<file path="config.mk">
export PLATFORM = sky130hd
export DESIGN_NAME = matrix_b_loader_flat
export DESIGN_NICKNAME = d
export VERILOG_FILES = /design/src/rtl/matrix_b_loader_pkg.sv /design/src/rtl/matrix_b_loader_if.sv /design/src/rtl/matrix_b_loader_bank.sv /design/src/rtl/matrix_b_loader.sv /design/src/flat_wrapper.sv
export SDC_FILE = /design/constraint.sdc
export NUM_CORES = 1
export LEC_CHECK = 0
export ABC_AREA = 1
export BUFFER_PORTS_ARGS = -buffer_cell sky130_fd_sc_hd__buf_2
export CAP_MARGIN = 20
export CORE_MARGIN = 3
export CORE_UTILIZATION = 55
export DETAILED_ROUTE_END_ITERATION = 10
export PLACE_DENSITY = 0.74
export SYNTH_ARGS = -nofsm -noshare
export SYNTH_HDL_FRONTEND = slang
export SYNTH_HIERARCHICAL = 1
export SYNTH_SLANG_ARGS = --single-unit
export TNS_END_PERCENT = 1
</file>
<file path="constraint.sdc">
create_clock -name clk -period 1.9 [get_ports clk]
set_input_delay 0.285 -clock clk [delete_from_list [all_inputs] [get_ports clk]]
set_output_delay 0.285 -clock clk [all_outputs]
set_load 0.03 [all_outputs]
</file>
<file path="src/rtl/matrix_b_loader_pkg.sv">
// Shared opcode encodings and pointer helper for the B-operand loader.
package matrix_pkg;

   localparam logic [1:0] B_OP_IDLE  = 2'b00;
   localparam logic [1:0] B_OP_WRITE = 2'b01;
   localparam logic [1:0] B_OP_ABORT = 2'b10;
   localparam logic [1:0] B_OP_CLEAR = 2'b11;

   // Bank pointers wrap at an arbitrary depth, not only at powers of two.
   function automatic logic [31:0] ptr_wrap(input logic [31:0] p, input int unsigned n);
      return (p == n - 1) ? 32'd0 : p + 32'd1;
   endfunction

endpackage

</file>
<file path="src/rtl/matrix_b_loader_if.sv">
// Write/consume bus between a B-operand producer and the loader.
interface matrix_b_loader_if #(
   parameter int DATA_W    = 32,
   parameter int ELEMS     = 4,
   parameter int NUM_BANKS = 2
);
   localparam int CNT_W = $clog2(NUM_BANKS + 1);

   logic [1:0]              B_opcode;
   logic [DATA_W-1:0]       Data_to_B;
   logic                    B_ready;
   logic                    Busy_B;
   logic [DATA_W*ELEMS-1:0] Data_out;
   logic                    Out_valid;
   logic                    Consume;
   logic [CNT_W-1:0]        Full_count;
   logic                    Err_B;

   modport master (
      output B_opcode, Data_to_B, Consume,
      input  B_ready, Busy_B, Data_out, Out_valid, Full_count, Err_B
   );

   modport slave (
      input  B_opcode, Data_to_B, Consume,
      output B_ready, Busy_B, Data_out, Out_valid, Full_count, Err_B
   );
endinterface

</file>
<file path="src/rtl/matrix_b_loader_bank.sv">
// One matrix worth of element storage with per-element write enables.
module matrix_bank #(
   parameter int DATA_W = 32,
   parameter int ELEMS  = 4
) (
   input  logic                    clk,
   input  logic                    reset_n,
   input  logic                    clr,
   input  logic [ELEMS-1:0]        we,
   input  logic [DATA_W-1:0]       wdata,
   output logic [DATA_W*ELEMS-1:0] rdata
);
   logic [DATA_W-1:0] mem [ELEMS];

   always_ff @(posedge clk or negedge reset_n) begin
      if (!reset_n) begin
         for (int e = 0; e < ELEMS; e++) mem[e] <= '0;
      end else if (clr) begin
         for (int e = 0; e < ELEMS; e++) mem[e] <= '0;
      end else begin
         for (int e = 0; e < ELEMS; e++) begin
            if (we[e]) mem[e] <= wdata;
         end
      end
   end

   for (genvar e = 0; e < ELEMS; e++) begin : g_rd
      assign rdata[e*DATA_W +: DATA_W] = mem[e];
   end
endmodule

</file>
<file path="src/rtl/matrix_b_loader.sv">
// Queued B-operand loader: packs streamed elements into banks and presents
// completed banks in FIFO order to the compute datapath.
module matrix_b_loader
   import matrix_pkg::*;
#(
   parameter int DATA_W    = 32,
   parameter int ELEMS     = 4,
   parameter int NUM_BANKS = 2
) (
   input logic               clk,
   input logic               reset_n,
   matrix_b_loader_if.slave  bus
);
   localparam int PTR_W = (NUM_BANKS > 1) ? $clog2(NUM_BANKS) : 1;
   localparam int IDX_W = $clog2(ELEMS);
   localparam int CNT_W = $clog2(NUM_BANKS + 1);
   localparam int WORD_W = DATA_W * ELEMS;

   logic [PTR_W-1:0] wp, rp;
   logic [IDX_W-1:0] idx;
   logic [CNT_W-1:0] count;
   logic             err;

   logic ready, op_write, op_abort, op_clear;
   logic wr_acc, wr_last, do_cons, cons_err;

   assign ready    = (count < CNT_W'(NUM_BANKS));
   assign op_write = (bus.B_opcode == B_OP_WRITE);
   assign op_abort = (bus.B_opcode == B_OP_ABORT);
   assign op_clear = (bus.B_opcode == B_OP_CLEAR);
   assign wr_acc   = op_write && ready;
   assign wr_last  = wr_acc && (idx == IDX_W'(ELEMS - 1));
   assign do_cons  = bus.Consume && (count != '0) && !op_clear;
   assign cons_err = bus.Consume && (count == '0);

   always_ff @(posedge clk or negedge reset_n) begin
      if (!reset_n) begin
         wp    <= '0;
         rp    <= '0;
         idx   <= '0;
         count <= '0;
         err   <= 1'b0;
      end else if (op_clear) begin
         wp    <= '0;
         rp    <= '0;
         idx   <= '0;
         count <= '0;
         err   <= 1'b0;
      end else begin
         if (wr_last) begin
            idx <= '0;
            wp  <= PTR_W'(ptr_wrap(32'(wp), NUM_BANKS));
         end else if (wr_acc) begin
            idx <= idx + IDX_W'(1);
         end else if (op_abort) begin
            idx <= '0;
         end
         if (do_cons) rp <= PTR_W'(ptr_wrap(32'(rp), NUM_BANKS));
         // Completion and release in one cycle leave the occupancy unchanged.
         if (wr_last && !do_cons) count <= count + CNT_W'(1);
         else if (!wr_last && do_cons) count <= count - CNT_W'(1);
         if ((op_write && !ready) || cons_err) err <= 1'b1;
      end
   end

   logic [WORD_W-1:0] bank_rd [NUM_BANKS];

   for (genvar b = 0; b < NUM_BANKS; b++) begin : g_bank
      logic [ELEMS-1:0] we;

      always_comb begin
         we = '0;
         for (int e = 0; e < ELEMS; e++) begin
            if (wr_acc && (wp == PTR_W'(b)) && (idx == IDX_W'(e))) we[e] = 1'b1;
         end
      end

      matrix_bank #(.DATA_W(DATA_W), .ELEMS(ELEMS)) u_bank (
         .clk     (clk),
         .reset_n (reset_n),
         .clr     (op_clear),
         .we      (we),
         .wdata   (bus.Data_to_B),
         .rdata   (bank_rd[b])
      );
   end

   logic [WORD_W-1:0] rd_sel;

   always_comb begin
      rd_sel = '0;
      for (int b = 0; b < NUM_BANKS; b++) begin
         if (rp == PTR_W'(b)) rd_sel = bank_rd[b];
      end
   end

   assign bus.B_ready    = ready;
   assign bus.Busy_B     = (idx != '0);
   assign bus.Out_valid  = (count != '0);
   assign bus.Data_out   = (count != '0) ? rd_sel : '0;
   assign bus.Full_count = count;
   assign bus.Err_B      = err;
endmodule

</file>
<file path="src/flat_wrapper.sv">
// flat-port wrapper written by rule: the top's interface ports become plain ports
module matrix_b_loader_flat import matrix_pkg::*;
#(
   parameter int DATA_W    = 32,
   parameter int ELEMS     = 4,
   parameter int NUM_BANKS = 2
)
  (clk, reset_n, bus_B_opcode, bus_Data_to_B, bus_Consume, bus_B_ready, bus_Busy_B, bus_Data_out, bus_Out_valid, bus_Full_count, bus_Err_B);
  matrix_b_loader_if #(.DATA_W(DATA_W), .ELEMS(ELEMS), .NUM_BANKS(NUM_BANKS)) bus_i ();
  input logic clk;
  input logic reset_n;
  input wire logic [$bits(bus_i.B_opcode)-1:0] bus_B_opcode;
  input wire logic [$bits(bus_i.Data_to_B)-1:0] bus_Data_to_B;
  input wire logic [$bits(bus_i.Consume)-1:0] bus_Consume;
  output wire logic [$bits(bus_i.B_ready)-1:0] bus_B_ready;
  output wire logic [$bits(bus_i.Busy_B)-1:0] bus_Busy_B;
  output wire logic [$bits(bus_i.Data_out)-1:0] bus_Data_out;
  output wire logic [$bits(bus_i.Out_valid)-1:0] bus_Out_valid;
  output wire logic [$bits(bus_i.Full_count)-1:0] bus_Full_count;
  output wire logic [$bits(bus_i.Err_B)-1:0] bus_Err_B;
  assign bus_i.B_opcode = bus_B_opcode;
  assign bus_i.Data_to_B = bus_Data_to_B;
  assign bus_i.Consume = bus_Consume;
  assign bus_B_ready = bus_i.B_ready;
  assign bus_Busy_B = bus_i.Busy_B;
  assign bus_Data_out = bus_i.Data_out;
  assign bus_Out_valid = bus_i.Out_valid;
  assign bus_Full_count = bus_i.Full_count;
  assign bus_Err_B = bus_i.Err_B;
  matrix_b_loader #(.DATA_W(DATA_W), .ELEMS(ELEMS), .NUM_BANKS(NUM_BANKS)) u_core (.clk(clk), .reset_n(reset_n), .bus(bus_i));
endmodule
</file>
==> results of run 1 <==
through the flow:
stage	utilization, %	cell area [sq um]
after global placement	62.1	14100
after floorplan	-	12800
after CTS	71.7	16300
final	76.2	17300
after global routing	76.2	17300
after detailed placement	62.1	14100
cell families (layout without fill, tap and decap cells):
| logic type | count (synthesis) | after routing |
|---|---|---|
| adder cells (fa/ha/maj) | 4 | 4 |
| AND/OR/NAND/NOR | 1069 | 1069 |
| AO/OA/AOI/OAI | 134 | 134 |
| buffers and inverters | 144 | 321 |
| flip-flops | 263 | 263 |
synth_stat cells, drive strengths merged:
master,number
dfrtp,263
a21oi,129
nor3,1
buf,80
ha,4
nand2,783
inv,17
nor2,18
nand3,266
o21ai,5
nand4,1
clkbuf,47
power by group:
group          internal [W]  switching [W]
logic               0.00314        0.00504
clock network       0.00373        0.00233
registers           0.00596       0.000226
area by class of cell:
cell class	instances	area [sq um]	area share, %
multi-input cells	1207	6160	35.6
clock inverters	15	211	1.22
repair buffers	247	2960	17.1
well taps	285	357	2.06
clock buffers	37	826	4.77
flip-flops and latches	263	6590	38.1
inverters	17	121	0.702
repair inverters	5	77.6	0.448
critical path, cell delays in order (launching register included):
cell and delay (ns):
dfrtp_4 0.44, buf_12 0.15, buf_12 0.12, clkbuf_16 0.16
nand2_1 0.13, a21oi_4 0.21, buf_6 0.15
registers in the layout (all words and copies together), names as in the netlist:
register                    count
u_core/rp                       1
u_core/g_bank.u_bank/rdata    256
u_core/wp                       1
u_core/bus.Full_count           2
u_core/bus.Err_B                1
u_core/idx                      2
worst max-delay path by stage:
stage	depth (start not counted)	from	to
2_1_floorplan	6	u_core/bus.Full_count[1]	bus_Data_out[107]
3_3_place_gp	10	bus_B_opcode[1]	u_core/g_bank[1].u_bank/rdata[23]
3_5_place_dp	6	u_core/idx[0]	u_core/g_bank[0].u_bank/rdata[112]
4_1_cts	6	u_core/rp	bus_Data_out[111]
5_1_grt	7	u_core/bus.Full_count[1]	bus_Data_out[2]
6_report	6	u_core/rp	bus_Data_out[34]
what timing repair did:
item,4_1_cts,5_1_grt
hold buffers,1,0
gates cloned,8,18
setup buffers,4,8
gates resized for setup,274,133
setup endpoints to repair,332,384
pin swaps,25,125
endpoints found under the hold margin,66,0
layer usage:
| layer | up-vias | track usage, % | part of all wire [%] | wire length (microns) |
|---|---|---|---|---|
| met3 | 165 | 4.59 | 11 | 4710 |
| met2 | 864 | 54.3 | 48 | 21500 |
| li1 | 5487 | - | - | - |
| met1 | 6095 | 45.2 | 38 | 16900 |
| met4 | 0 | 11.1 | 3.8 | 1690 |
| met5 | - | 0 | 0 | 0 |
==> impl_metrics.ini, run 1 <==
[routing]
via_per_inst = 6.07
wl_mm = 44.9
drc = 0
drtPass1Iterations = 5
drt_iter0_drc = 1695
via_count = 12600
drtAntennaViolNets = 0
routedWlPerCell_microns = 21.6

[timing]
fin_ws_ns = -0.303
tightest_slew_ns = 1.10
final-setup-viol-count = 366
relSlewSlack_pct = 26.8
finalHoldViolCount = 0
fin_worst_skew_ns = 0.00761
worst_hold_slack_ns = 0.0640
report.final.slew_viol_count = 0
grt_setup_unrepaired = true
tns_ns = -47.11
fin_crit_sh_pct = 116
fmaxAchievable_mhz = 454
period_minus_slack_ns = 2.20

[power]
p_per_area_nw_per_um2 = 1180
leakage_nw = 8.49
vdd_drop_max_mv = 1.16
power_w = 0.0204

[yosys]
synth_top_family_by_area = simple AND/OR/NAND/NOR gates
synth_nets = 1655
synth_compound_area_share_pct = 8.21
synth_cells = 1614
ys_types = 23
avgSynthCellArea_sq_um = 7.92
ys_ff_latch = 263
synth_warnings = 6
ys_top_cells_by_area = dfrtp_1, nand2_1, nand3_1, a21oi_2, buf_2
yosysTopAreaCell = dfrtp_1
synth_area_sq_um = 12800
synthAdderAreaFrac_pct = 0.391
synth_top_area_share_pct = 51.5
post_synth_xor_area_fraction_pct = 0
synthMuxAreaShare_pct = 0
yosysSeqAreaShare_pct = 51.5
synth-simple-area-share_pct = 34.3

[floorplan]
num_io_pins = 171
die-area_sq_um = 25100
initial_core_util_pct = 56.3
die_width_microns = 158
core_area_sq_um = 22700
die_h_microns = 158
rows = 55

[critical_path]
reg2reg_slack_ns = -0.28
worst-r2r-cell-count = 10
crit_fanout = 13
rr_startpoint = u_core/bus.Full_count[1]
start_kind = flip-flop
end_kind = primary output
path_class = reg -> out
rr_endpoint = u_core/g_bank[1].u_bank/rdata[17]
arrival_ns = 1.92
cp.required_ns = 1.62

[clocking]
numCtsBuffers = 28
cts.sinks = 263
clk_pin_slew_ns = 0.06
htree_levels = 1
cts_root_buffer = clkbuf_16
cts_tree = done
clk_latency_ns = 0.55
cts.path.max_buffers = 3

[outcome]
violations = negative setup slack
status = finished with violations

[hold_path]
worstHoldStart = bus_Consume
hold_class = in -> reg
hold-path-cell-count = 3
worstHoldEndpoint = u_core/rp

[global_routing]
grt_pass1_vias = 12100
antenna_found_initial = 0
track_usage_pct = 32.9
grt_pass1_wl_mm = 65.2
overflow = 0
grt_max_degree = 71

[placed_design]
pre_cts_ws_ns = -0.0755
routabilityCongestion = 0.818
io_buffers = 170
dp_hpwl_mm = 22.7
dp.cells = 1989

[final_layout]
diodes = 0
fill_cells = 1507
layout_common_cells = nand2_1, nand3_1, dfrtp_1
area_growth_pct = 35.3
layout.cells.most_common = nand2_1
fin_nets = 1810
final_cells = 2076
final_layout_size_suffix_gt1_share_pct = 26.9

[run]
maxCapViolCount = 0
Note: power is estimated with default switching activity, not from simulation.
==> run 2: changes to the inputs <==
--- a/config.mk
+++ b/config.mk
@@ -11,7 +11,7 @@
 export CORE_MARGIN = 3
 export CORE_UTILIZATION = 55
 export DETAILED_ROUTE_END_ITERATION = 10
-export PLACE_DENSITY = 0.74
+export PLACE_DENSITY = 0.77
 export SYNTH_ARGS = -nofsm -noshare
 export SYNTH_HDL_FRONTEND = slang
 export SYNTH_HIERARCHICAL = 1
==> constraint.sdc (replaced) <==
create_clock -name clk -period 2.9 [get_ports clk]
set_input_delay 0.435 -clock clk [delete_from_list [all_inputs] [get_ports clk]]
set_output_delay 0.435 -clock clk [all_outputs]
set_load 0.03 [all_outputs]
==> run 2 against run 1 <==
The run now ends clean. Sequential cell count did not move. Clock power shrank 41%. Clock skew grew 0.0033 ns. Via count decreased by 7.9%. Worst hold slack improved by 0.16 ns.
==> impl_metrics.ini, run 2 (synthesized netlist as in run 1, its figures left out) <==
[outcome]
status = finished, final reports clean

[timing]
period_minus_slack_ns = 2.68
finalHoldViolCount = 0
final-setup-viol-count = 0
fin_crit_sh_pct = 92.6
tightest_slew_ns = 1.07
report.final.slew_viol_count = 0
tns_ns = 0
fmaxAchievable_mhz = 372
grt_setup_unrepaired = false
fin_worst_skew_ns = 0.0109
relSlewSlack_pct = 28.5

[global_routing]
track_usage_pct = 30.6
grt_max_degree = 131
grt_pass1_vias = 11400
grt_pass1_wl_mm = 61.0
overflow = 0
antenna_found_initial = 1

[final_layout]
regArea_sq_um = 6590
diodes = 0
layout.cells.most_common = nand2_1
layout_common_cells = nand2_1, nand3_1, dfrtp_1
final_layout_size_suffix_gt1_share_pct = 21.9
fin_area_sq_um = 14900
fill_cells = 1912
fin_nets = 1763
final_cells = 2028
multi_input_area_sq_um = 5610
area_growth_pct = 16.3
largest_reg_flops = 256

[power]
p_per_area_nw_per_um2 = 721
power_w = 0.0107
leakage_nw = 7.85
vdd_drop_max_mv = 0.966

[clocking]
cts.path.max_buffers = 3
cts_root_buffer = clkbuf_16
htree_levels = 1
cts_tree = done
clk_latency_ns = 0.54
cts.sinks = 263
post-cts-setup-buffer-count = 0
clk_pin_slew_ns = 0.06
numCtsBuffers = 28

[routing]
routedWlPerCell_microns = 18.7
via_per_inst = 5.72
drc = 0
wl_mm = 38.0
drtAntennaViolNets = 0
drtPass1Iterations = 7
via_count = 11600
drt_iter0_drc = 1147

[placed_design]
io_buffers = 170
placed_cell_area_sq_um = 13900
routabilityCongestion = 0.831
dp.cells = 1976
dp_hpwl_mm = 22.2

[critical_path]
cp.required_ns = 2.47
arrival_ns = 2.25
start_kind = flip-flop
end_kind = primary output
max_stage_delay_ns = 0.46
path_class = reg -> out
crit_chain = inv_2, nand2_4, inv_6, buf_12, a21oi_2, buf_2
slowest_stage = inv_6
crit_fanout = 51

[floorplan]
die_h_microns = 158
initial_core_util_pct = 56.3
core_area_sq_um = 22700
die_width_microns = 158
rows = 55
die-area_sq_um = 25100
num_io_pins = 171

[run]
maxCapViolCount = 0

[hold_path]
hold_class = in -> reg
==> run 2: cell count changes in the layout (fill, tap and decap cells not counted), moves of 16 or more <==
| cell | before | now |
|---|---|---|
| buf_6 | 130 | 0 |
| buf_2 | 41 | 169 |
| a21oi_4 | 51 | 0 |
| a21oi_1 | 2 | 28 |
| a21oi_2 | 76 | 101 |
| nand2_1 | 764 | 780 |
==> run 2: layout make-up <==
type                    count  share of cell area, %
flip-flops and latches    263                   44.3
inverters                  17                  0.513
clock inverters            11                  0.589
well taps                 285                   2.40
multi-input cells        1207                   37.7
clock buffers              40                   5.70
repair buffers            205                   8.83
==> run 2: power breakdown <==
group          internal [W]  switching, W  total (W)
clock network       0.00211       0.00146    0.00357
logic              0.000744       0.00238    0.00312
registers           0.00390      0.000137    0.00404
==> run 2: per-layer routing <==
| layer | GRT usage, % | share of wire [%] | vias to the layer above |
|---|---|---|---|
| li1 | - | - | 5372 |
| met1 | 42.7 | 41 | 5564 |
| met2 | 49.9 | 48 | 589 |
| met3 | 4.35 | 8.4 | 83 |
| met4 | 9.83 | 2.7 | 2 |
| met5 | 0 | 0.018 | - |
==> run 2: worst paths after layout <==
path | start | endpoint | slack (ns) | cells after the start
min in group asynchronous | reset_n | u_core/g_bank[0].u_bank/rdata[39] | 0.50 | 2
setup reg to reg | u_core/bus.Full_count[1] | u_core/g_bank[1].u_bank/rdata[6] | 0.71 | 8
max in group asynchronous | reset_n | u_core/g_bank[0].u_bank/rdata[30] | 1.67 | 3
hold reg to reg | u_core/g_bank[1].u_bank/rdata[15] | u_core/g_bank[1].u_bank/rdata[15] | 0.47 | 2
setup / recovery | u_core/bus.Full_count[1] | bus_Data_out[21] | 0.22 | 6
hold / removal | bus_Consume | u_core/rp | 0.22 | 3
==> run 2: critical path: cells and delay by family (launching register included) <==
family / cells / cell delay [ns]
buf+inv: 4 / 1.08
flops: 1 / 0.42
simple gates: 1 / 0.09
compound gates: 1 / 0.07
==> run 2: timing repair <==
action | in CTS | in global routing
resized for setup | 0 | 0
endpoints found under the hold margin | 81 | 0
hold buffers | 1 | 0
==> run 2: through the flow <==
stage / utilization (%) / setup slack [ns] / hold slack, ns
after floorplan: - / 0.732 / 0.139
after global placement: 61.3 / 0.634 / 0.453
after detailed placement: 61.3 / 0.566 / 0.458
after CTS: 65.5 / 0.221 / 0.213
after global routing: 65.5 / 0.142 / 0.236
final: 65.5 / 0.215 / 0.224
